[src/rtl/axis_hit_pkg.sv]
// axis_hit_pkg: shared widths, state encoding and beat packing for the hit unpacker
package axis_hit_pkg;
  localparam int HIT_WIDTH = 66;
  localparam int TAG_WIDTH = 62;
  localparam int CHAN_WIDTH = 7;
  localparam int BEAT_WIDTH = 72;
  localparam logic [CHAN_WIDTH-1:0] EMPTY_CHAN = 7'h7F;
  typedef enum logic {IDLE, SCAN} state_t;
  function automatic logic [BEAT_WIDTH-1:0] pack_beat(input logic [CHAN_WIDTH-1:0] chan,
                                                      input logic [TAG_WIDTH-1:0] tag);
    return {3'b000, chan, tag};
  endfunction
endpackage

[src/rtl/hit_prio_enc.sv]
// hit_prio_enc: lowest-set-bit index of a hit mask, with any/single-bit flags
module hit_prio_enc
  import axis_hit_pkg::*;
(
  input  logic [HIT_WIDTH-1:0]  i_hits,
  output logic [CHAN_WIDTH-1:0] o_idx,
  output logic                  o_any,
  output logic                  o_single
);
  always_comb begin
    o_idx = '0;
    for (int i = HIT_WIDTH - 1; i >= 0; i--)
      if (i_hits[i]) o_idx = CHAN_WIDTH'(i);
    o_any = |i_hits;
    o_single = o_any && ((i_hits & (i_hits - 1'b1)) == '0);
  end
endmodule

[src/rtl/axis_hit_unpacker.sv]
// axis_hit_unpacker: serialises a {tag, hit mask} window word into one AXI-S beat per hit.
// Optional AXIS_HIT_UNPACKER_EMPTY_EN: empty words emit a single ch=0x7F boundary beat.
module axis_hit_unpacker
  import axis_hit_pkg::*;
(
  input  logic                            aclk,
  input  logic                            aresetn,
  input  logic [HIT_WIDTH-1:0]            cfg,
  input  logic [HIT_WIDTH+TAG_WIDTH-1:0]  s_axis_tdata,
  input  logic                            s_axis_tvalid,
  output logic                            s_axis_tready,
  output logic [BEAT_WIDTH-1:0]           m_axis_tdata,
  output logic                            m_axis_tvalid,
  input  logic                            m_axis_tready,
  output logic                            m_axis_tlast
);
  state_t                  r_state, w_next_state;
  logic [HIT_WIDTH-1:0]    r_mask, w_mask;
  logic [TAG_WIDTH-1:0]    r_tag, w_tag;
  logic [BEAT_WIDTH-1:0]   r_tdata, w_tdata;
  logic                    r_tvalid, w_tvalid, r_tlast, w_tlast, r_s_tready;
  logic [HIT_WIDTH-1:0]    w_masked, w_rest, w_enc_in;
  logic [CHAN_WIDTH-1:0]   w_idx;
  logic                    w_any, w_single;
  logic [TAG_WIDTH-1:0]    w_in_tag;
  assign w_masked = s_axis_tdata[HIT_WIDTH-1:0] & cfg;
  assign w_in_tag = s_axis_tdata[HIT_WIDTH +: TAG_WIDTH];
  // r_mask keeps the bit of the beat on the bus; dropping it yields what follows
  assign w_rest = r_mask & (r_mask - 1'b1);
  assign w_enc_in = (r_state == IDLE) ? w_masked : w_rest;
  hit_prio_enc u_enc (
    .i_hits   (w_enc_in),
    .o_idx    (w_idx),
    .o_any    (w_any),
    .o_single (w_single)
  );
  always_comb begin
    w_next_state = r_state;
    w_mask = r_mask;
    w_tag = r_tag;
    w_tdata = r_tdata;
    w_tvalid = r_tvalid;
    w_tlast = r_tlast;
    if (r_state == IDLE) begin
      if (s_axis_tvalid && r_s_tready) begin
        w_mask = w_masked;
        w_tag = w_in_tag;
        if (w_any) begin
          w_next_state = SCAN;
          w_tvalid = 1'b1;
          w_tlast = w_single;
          w_tdata = pack_beat(w_idx, w_in_tag);
        end
`ifdef AXIS_HIT_UNPACKER_EMPTY_EN
        else begin
          w_next_state = SCAN;
          w_tvalid = 1'b1;
          w_tlast = 1'b1;
          w_tdata = pack_beat(EMPTY_CHAN, w_in_tag);
        end
`endif
      end
    end else if (r_tvalid && m_axis_tready) begin
      w_mask = w_rest;
      w_tvalid = w_any;
      w_tlast = w_single;
      w_tdata = w_any ? pack_beat(w_idx, r_tag) : r_tdata;
      w_next_state = w_any ? SCAN : IDLE;
    end
  end
  always_ff @(posedge aclk or negedge aresetn) begin
    if (!aresetn) begin
      r_state <= IDLE;
      r_mask <= '0;
      r_tag <= '0;
      r_tdata <= '0;
      r_tvalid <= 1'b0;
      r_tlast <= 1'b0;
      r_s_tready <= 1'b0;
    end else begin
      r_state <= w_next_state;
      r_mask <= w_mask;
      r_tag <= w_tag;
      r_tdata <= w_tdata;
      r_tvalid <= w_tvalid;
      r_tlast <= w_tlast;
      r_s_tready <= (w_next_state == IDLE);
    end
  end
  assign s_axis_tready = r_s_tready;
  assign m_axis_tdata = r_tdata;
  assign m_axis_tvalid = r_tvalid;
  assign m_axis_tlast = r_tlast;
endmodule
[config.mk]
export PLATFORM = sky130hd
export DESIGN_NAME = axis_hit_unpacker
export DESIGN_NICKNAME = d
export VERILOG_FILES = /design/src/rtl/axis_hit_pkg.sv /design/src/rtl/hit_prio_enc.sv /design/src/rtl/axis_hit_unpacker.sv
export SDC_FILE = /design/constraint.sdc
export NUM_CORES = 1
export LEC_CHECK = 0
export CORE_UTILIZATION = 51
export DETAILED_ROUTE_END_ITERATION = 7
export PLACE_DENSITY = 0.87
export SYNTH_ARGS = -nofsm -noshare
export SYNTH_HDL_FRONTEND = slang
export SYNTH_SLANG_ARGS = --single-unit
[constraint.sdc]
create_clock -name aclk -period 5.4 [get_ports aclk]
set_input_delay 1.08 -clock aclk [delete_from_list [all_inputs] [get_ports aclk]]
set_output_delay 1.08 -clock aclk [all_outputs]
set_load 0.1 [all_outputs]
==> results of run 1 <==
worst max path at each step:
stage | startpoint | end | slack, ns | cells past startpoint
floorplan | r_mask[3] | m_axis_tlast | 0.87 | 15
global placement | s_axis_tdata[27] | m_axis_tlast | 0.47 | 13
detailed placement | s_axis_tdata[27] | m_axis_tlast | 0.37 | 13
CTS | r_mask[2] | m_axis_tlast | 0.45 | 11
global route | r_mask[2] | m_axis_tlast | 0.09 | 11
finish | r_mask[2] | m_axis_tlast | 0.33 | 11
power by group through the flow:
stage               clock network (W)  logic, W  registers, W
floorplan                           0   0.00175       0.00395
global placement                    0   0.00455       0.00252
detailed placement                  0   0.00463       0.00256
CTS                           0.00158   0.00467       0.00255
global route                  0.00164   0.00498       0.00264
finish                        0.00156   0.00471       0.00257
synthesized netlist by cell type (4+ instances only):
| master | n | area, um^2 |
|---|---|---|
| a21oi_1 | 66 | 330 |
| a31oi_1 | 21 | 131 |
| or3_1 | 7 | 43.8 |
| nor4b_1 | 4 | 35.0 |
| o211ai_1 | 11 | 82.6 |
| o31ai_1 | 16 | 120 |
| nor4_1 | 17 | 106 |
| nor3_1 | 26 | 130 |
| or2_2 | 7 | 43.8 |
| a41o_1 | 4 | 40.0 |
| o41ai_1 | 9 | 78.8 |
| a31o_2 | 5 | 43.8 |
| nand3b_1 | 5 | 37.5 |
| nand2_1 | 238 | 893 |
| nor2_1 | 121 | 454 |
| o21ai_0 | 136 | 681 |
| a2bb2oi_1 | 4 | 35.0 |
| o2111ai_1 | 9 | 78.8 |
| buf_1 | 9 | 33.8 |
| buf_4 | 4 | 30.0 |
| o311a_1 | 4 | 40.0 |
| o22ai_1 | 7 | 43.8 |
| mux2_2 | 65 | 732 |
| a211oi_1 | 11 | 82.6 |
| buf_2 | 13 | 65.1 |
| o21ai_1 | 21 | 105 |
| dfrtp_1 | 201 | 5030 |
| or4_1 | 12 | 90.1 |
| nand4_1 | 17 | 106 |
| nand3_1 | 28 | 140 |
| mux2i_1 | 63 | 631 |
| clkbuf_1 | 52 | 195 |
| a2111oi_0 | 4 | 35.0 |
| and2_1 | 7 | 43.8 |
| o41a_1 | 5 | 56.3 |
| and3_1 | 17 | 106 |
| nor2b_1 | 4 | 25.0 |
| inv_1 | 18 | 67.6 |
| a221oi_1 | 4 | 35.0 |
| o21a_1 | 11 | 82.6 |
| a41oi_1 | 6 | 52.6 |
layout make-up:
| type | instances | area share (%) |
|---|---|---|
| sequential | 201 | 31.7 |
| timing repair buffer | 334 | 20.5 |
| tap | 285 | 2.25 |
| clock inverter | 4 | 0.465 |
| multi-input combinational | 1060 | 40.4 |
| inverter | 18 | 0.425 |
| clock buffer | 35 | 4.22 |
through the flow:
| step | instances | hold WS, ns |
|---|---|---|
| 6_report | 1937 | 0.478 |
| 3_5_place_dp | 1898 | 0.469 |
| 4_1_cts | 1937 | 0.483 |
| 2_1_floorplan | 1359 | 0.439 |
| 5_1_grt | 1937 | 0.500 |
| 3_3_place_gp | 1898 | 0.453 |
sequential cells by signal, summed over array words and instances, names as in the netlist:
| signal | cells |
|---|---|
| r_state | 1 |
| s_axis_tready | 1 |
| m_axis_tlast | 1 |
| m_axis_tdata | 69 |
| m_axis_tvalid | 1 |
| r_tag | 62 |
| r_mask | 66 |
kinds of logic after synthesis:
kind of cell	synth area share, %
AOI/OAI and AO/OA	21.0
adders and majority gates	0.169
buffers and inverters	3.50
DFF	42.5
muxes	11.5
other	0.0317
and+or+nand+nor	21.2
metal layers:
| metal | track usage (%) | wire (um) |
|---|---|---|
| met1 | 41.9 | 15700 |
| met2 | 54.4 | 18500 |
| met3 | 8.85 | 4200 |
| met4 | 11.1 | 1230 |
| met5 | 0 | 0 |
critical path, stage by stage (launching register included):
cell and delay, ns:
dfrtp_1 0.42, nor4_1 0.60, nand4_1 0.28, o41ai_1 1.01, nand4_1 0.26, or3_1 0.47, or4_4 0.67, a2111oi_0 0.49
o21ai_1 0.12, nor4_1 0.31, nand4_1 0.16, o31ai_2 0.20
==> qor.yml, run 1 <==
netlist_area_um2: 11800
clock_latency_ns: 0.52
tightest_slew_ns: 1.19
p_leak_nw: 6.87
wire_per_inst_um: 20.5
clkPwrFrac_pct: 17.6
setup_slack_ns: 0.330
power_switching_w: 0.00434
grt_pass1_vias: 11700
r2r_slack_ns: 0.33
drtIter0Drc: 1111
n_fill_cell: 1721
final_util_pct: 69.9
seq_area_um2: 5030
power_density_nw_per_um2: 556
antenna_cells: 0
hold_class: "flop to flop"
r2r-end: "m_axis_tlast"
finalCritPeriodShare_pct: 93.9
syn_area_per_cell_um2: 8.72
root_buffer: "clkbuf_16"
viasPerCell: 6.13
setup_viol: 0
pwr-share-seq_pct: 29.1
layout_common_cells: "clkdlybuf4s50_1 (268), nand2_1 (237), dfrtp_1 (200)"
die_x_um: 154
track_usage_pct: 32.9
crit_path_start_kind: "flop"
crit_fanout: 13
ctsResizeCount: 0
fin_skew_ns: 0.0232
ys_types: 77
r2r_start: "r_mask[2]"
syn2layout_area_growth_pct: 34.3
status: "complete, no violations"
rr_worst_depth: 11
synthCells: 1357
core_um2: 22700
gp_congestion: 0.992
drive_gt1_share_pct: 11.9
setup_tns_ns: 0
ioPinCount: 273
synth_edf_count: 0
first_pass_iters: 7
worstHoldEndpoint: "m_axis_tdata[53]"
p_total_w: 0.00883
post_cts_buffers: 0
cts_max_level: 1
nets: 1836
cap_violations: 0
antenna_found_initial: 0
slew_headroom_pct: 19.4
cts_hold_buf: 0
die_h_um: 154
io_buffer_count: 269
path_clk_slew_ns: 0.06
dp_slack_ns: 0.369
arrival_ns: 5.50
dp_hpwl_um: 28800
clock_path_buffers: 3
period_minus_slack_ns: 5.07
ant_nets: 0
drc: 0
die_area_um2: 23800
whs_path_depth: 2
routed_wl_um: 39600
vdd_drop_max_mv: 0.471
initial_utilization_pct: 52.1
intPower_w: 0.00449
seq_area_frac_synth_pct: 42.5
cts_tree: "built"
placedInstanceArea_um2: 15100
row_count: 55
fmax_mhz: 197
p_sw_share_pct: 49.2
stdcell_area_um2: 15900
slew_viol_final: 0
layout_commonest_cell: "clkdlybuf4s50_1"
clkSinkCount: 201
ys.flop_type: "dfrtp_1"
worstPathRequired_ns: 5.83
multi_input_area_um2: 6420
grt_pass1_wl_um: 62500
hold_start: "m_axis_tdata[53]"
hold_violations: 0
pwr-share-comb_pct: 53.3
grt-ovfl-total: 0
vias: 11900
yosysWarningCount: 0
postSynth.asyncResetShare_pct: 100
grt_setup_unrepaired: "false"
endpoint_kind: "flop"
worstSetupPathType: "flop to flop"
synth-seq-cells: 201
grt_max_degree: 103
cts_buffers: 23
Power figures use the tool's default switching activity.
==> run 2: changes to the inputs <==
==> constraint.sdc (replaced) <==
create_clock -name aclk -period 5.3 [get_ports aclk]
set_input_delay 1.06 -clock aclk [delete_from_list [all_inputs] [get_ports aclk]]
set_output_delay 1.06 -clock aclk [all_outputs]
set_load 0.1 [all_outputs]
==> run 2 against run 1 <==
Net effect: count of clock-buffer cells in the layout is 8 lower; maximum frequency is 3.0% higher; sequential power is 2% higher; setup slack better by 0.045 ns; combinational power is 3% higher; worst hold slack better by 0.0063 ns; global-route usage is 0.81 points higher; utilization is 0.52 points higher; die area stayed put.
==> qor.yml, run 2 (synthesis results as in run 1) <==
status: "complete, no violations"
cts_tree: "built"
slew_headroom_pct: 26.5  # +7.1 points
routed_wl_um: 40200  # +1.5%
hold_slack_ns: 0.484  # +0.00634 ns
setup_viol: 0  # unchanged
largest_reg_flops: 69  # unchanged
layout_commonest_cell: "clkdlybuf4s50_1"
fmax_mhz: 203  # +3.0%
r2r-end: "m_axis_tdata[29]"
syn2layout_area_growth_pct: 35.3
endpoint_kind: "flop"
grt-ovfl-total: 0  # unchanged
core_um2: 22700  # unchanged
cap_violations: 0  # unchanged
ant_nets: 0  # unchanged
path_clk_slew_ns: 0.06  # about the same
whs_path_depth: 2  # unchanged
grt_pass1_vias: 11900  # +1.9%
root_buffer: "clkbuf_16"
antenna_cells: 0  # unchanged
cts_max_level: 1  # unchanged
fin_skew_ns: 0.0105  # -0.0127 ns
worstPathRequired_ns: 5.71  # -0.12 ns
ioPinCount: 273  # unchanged
worstSetupPathType: "flop to flop"
drtIter0Drc: 997  # -10%
row_count: 55  # unchanged
r2r_start: "r_mask[3]"
die_x_um: 154  # unchanged
ctsResizeCount: 0  # unchanged
tightest_slew_ns: 1.10  # -0.0947 ns
worstHoldEndpoint: "r_mask[65]"
power_density_nw_per_um2: 573  # +3.1%
setup_tns_ns: 0  # unchanged
finalCritPeriodShare_pct: 92.9  # -0.97 points
cts_hold_buf: 0  # unchanged
cts_buffers: 23  # unchanged
dp_hpwl_um: 28900  # +0.27%
clkSinkCount: 201  # unchanged
grt_pass1_wl_um: 63800  # +2.2%
drive_gt1_share_pct: 13.0  # +1.1 points
grt_setup_unrepaired: "false"
die_area_um2: 23800  # unchanged
period_minus_slack_ns: 4.92  # -0.145 ns
wire_per_inst_um: 20.6  # +0.79%
crit_fanout: 41  # +28
antenna_found_initial: 0  # unchanged
post_cts_buffers: 0  # unchanged
grt_max_degree: 89  # -14%
gp_congestion: 1.02  # +2.5%
layout_common_cells: "clkdlybuf4s50_1 (268), nand2_1 (237), dfrtp_1 (200)"
die_h_um: 154  # unchanged
initial_utilization_pct: 52.1  # unchanged
viasPerCell: 6.20  # +1.1%
crit_path_start_kind: "flop"
io_buffer_count: 269  # unchanged
nets: 1847  # +0.60%
track_usage_pct: 33.7  # +0.81 points
arrival_ns: 5.33  # -0.17 ns
r2r_slack_ns: 0.38  # +0.05 ns
vdd_drop_max_mv: 0.512  # +8.6%
first_pass_iters: 5  # -2
hold_start: "r_mask[65]"
clock_path_buffers: 3  # unchanged
slew_viol_final: 0  # unchanged
vias: 12100  # +1.8%
drc: 0  # unchanged
clock_latency_ns: 0.51  # about the same
p_leak_nw: 6.95  # +1.1%
hold_class: "flop to flop"
rr_worst_depth: 14  # +3
hold_violations: 0  # unchanged
==> run 2: routing by layer <==
metal  wire (um)  GRT usage (%)  vias to the layer above
met5           0              0                        -
met2       18800           55.5                      682
met4        1110           9.81                        0
met1       16000           44.2                     5753
met3        4330           8.41                       79
li1            -              -                     5580
==> run 2: stage by stage <==
step           total power [W]  utilization [%]  instance area [um^2]  setup slack [ns]  instances
2_1_floorplan          0.00581                -                 11800             0.767       1359
3_3_place_gp           0.00722             66.9                 15200             0.435       1909
3_5_place_dp           0.00735             66.9                 15200             0.396       1909
4_1_cts                0.00913             70.5                 16000             0.434       1950
5_1_grt                0.00960             70.5                 16000            0.0429       1950
6_report               0.00917             70.5                 16000             0.376       1950
==> run 2: layout make-up <==
cell class                 instances  area [um^2]
clock buffer                      27          631
tap                              285          357
fill                            1726         6710
clock inverter                    14          186
multi-input combinational       1060         6420
inverter                          18         67.6
timing repair buffer             345         3300
sequential                       201         5030
==> run 2: worst max path at each step <==
stage                           startpoint          endpoint  slack (ns)  depth (start not counted)
after floorplan                  r_mask[3]      m_axis_tlast        0.77                         15
after global placement    s_axis_tdata[27]      m_axis_tlast        0.44                         15
after detailed placement  s_axis_tdata[27]  m_axis_tdata[23]        0.40                         13
after CTS                        r_mask[3]  m_axis_tdata[29]        0.43                         14
after global routing             r_mask[7]      m_axis_tlast        0.04                         12
final                            r_mask[3]  m_axis_tdata[29]        0.38                         14
==> run 2: report_power, final <==
group / internal (W) / leakage [nW] / switching, W / total, W
Clock: 0.00105 / 0.401 / 0.000667 / 0.00171
Sequential: 0.00211 / 2.48 / 0.000523 / 0.00263
Combinational: 0.00152 / 4.06 / 0.00331 / 0.00483
==> run 2: worst max-delay path, stage by stage (launching register included) <==
cell and delay [ns]:
dfrtp_1 0.41, or4_1 0.59, buf_4 0.20, nor4_1 0.32, buf_4 0.26, and3_1 0.34
a31oi_1 0.29, or4_1 0.59, or4_4 0.59, buf_4 0.19, o41ai_4 0.39, buf_4 0.23
buf_12 0.19, nand2_1 0.10, o21ai_0 0.10
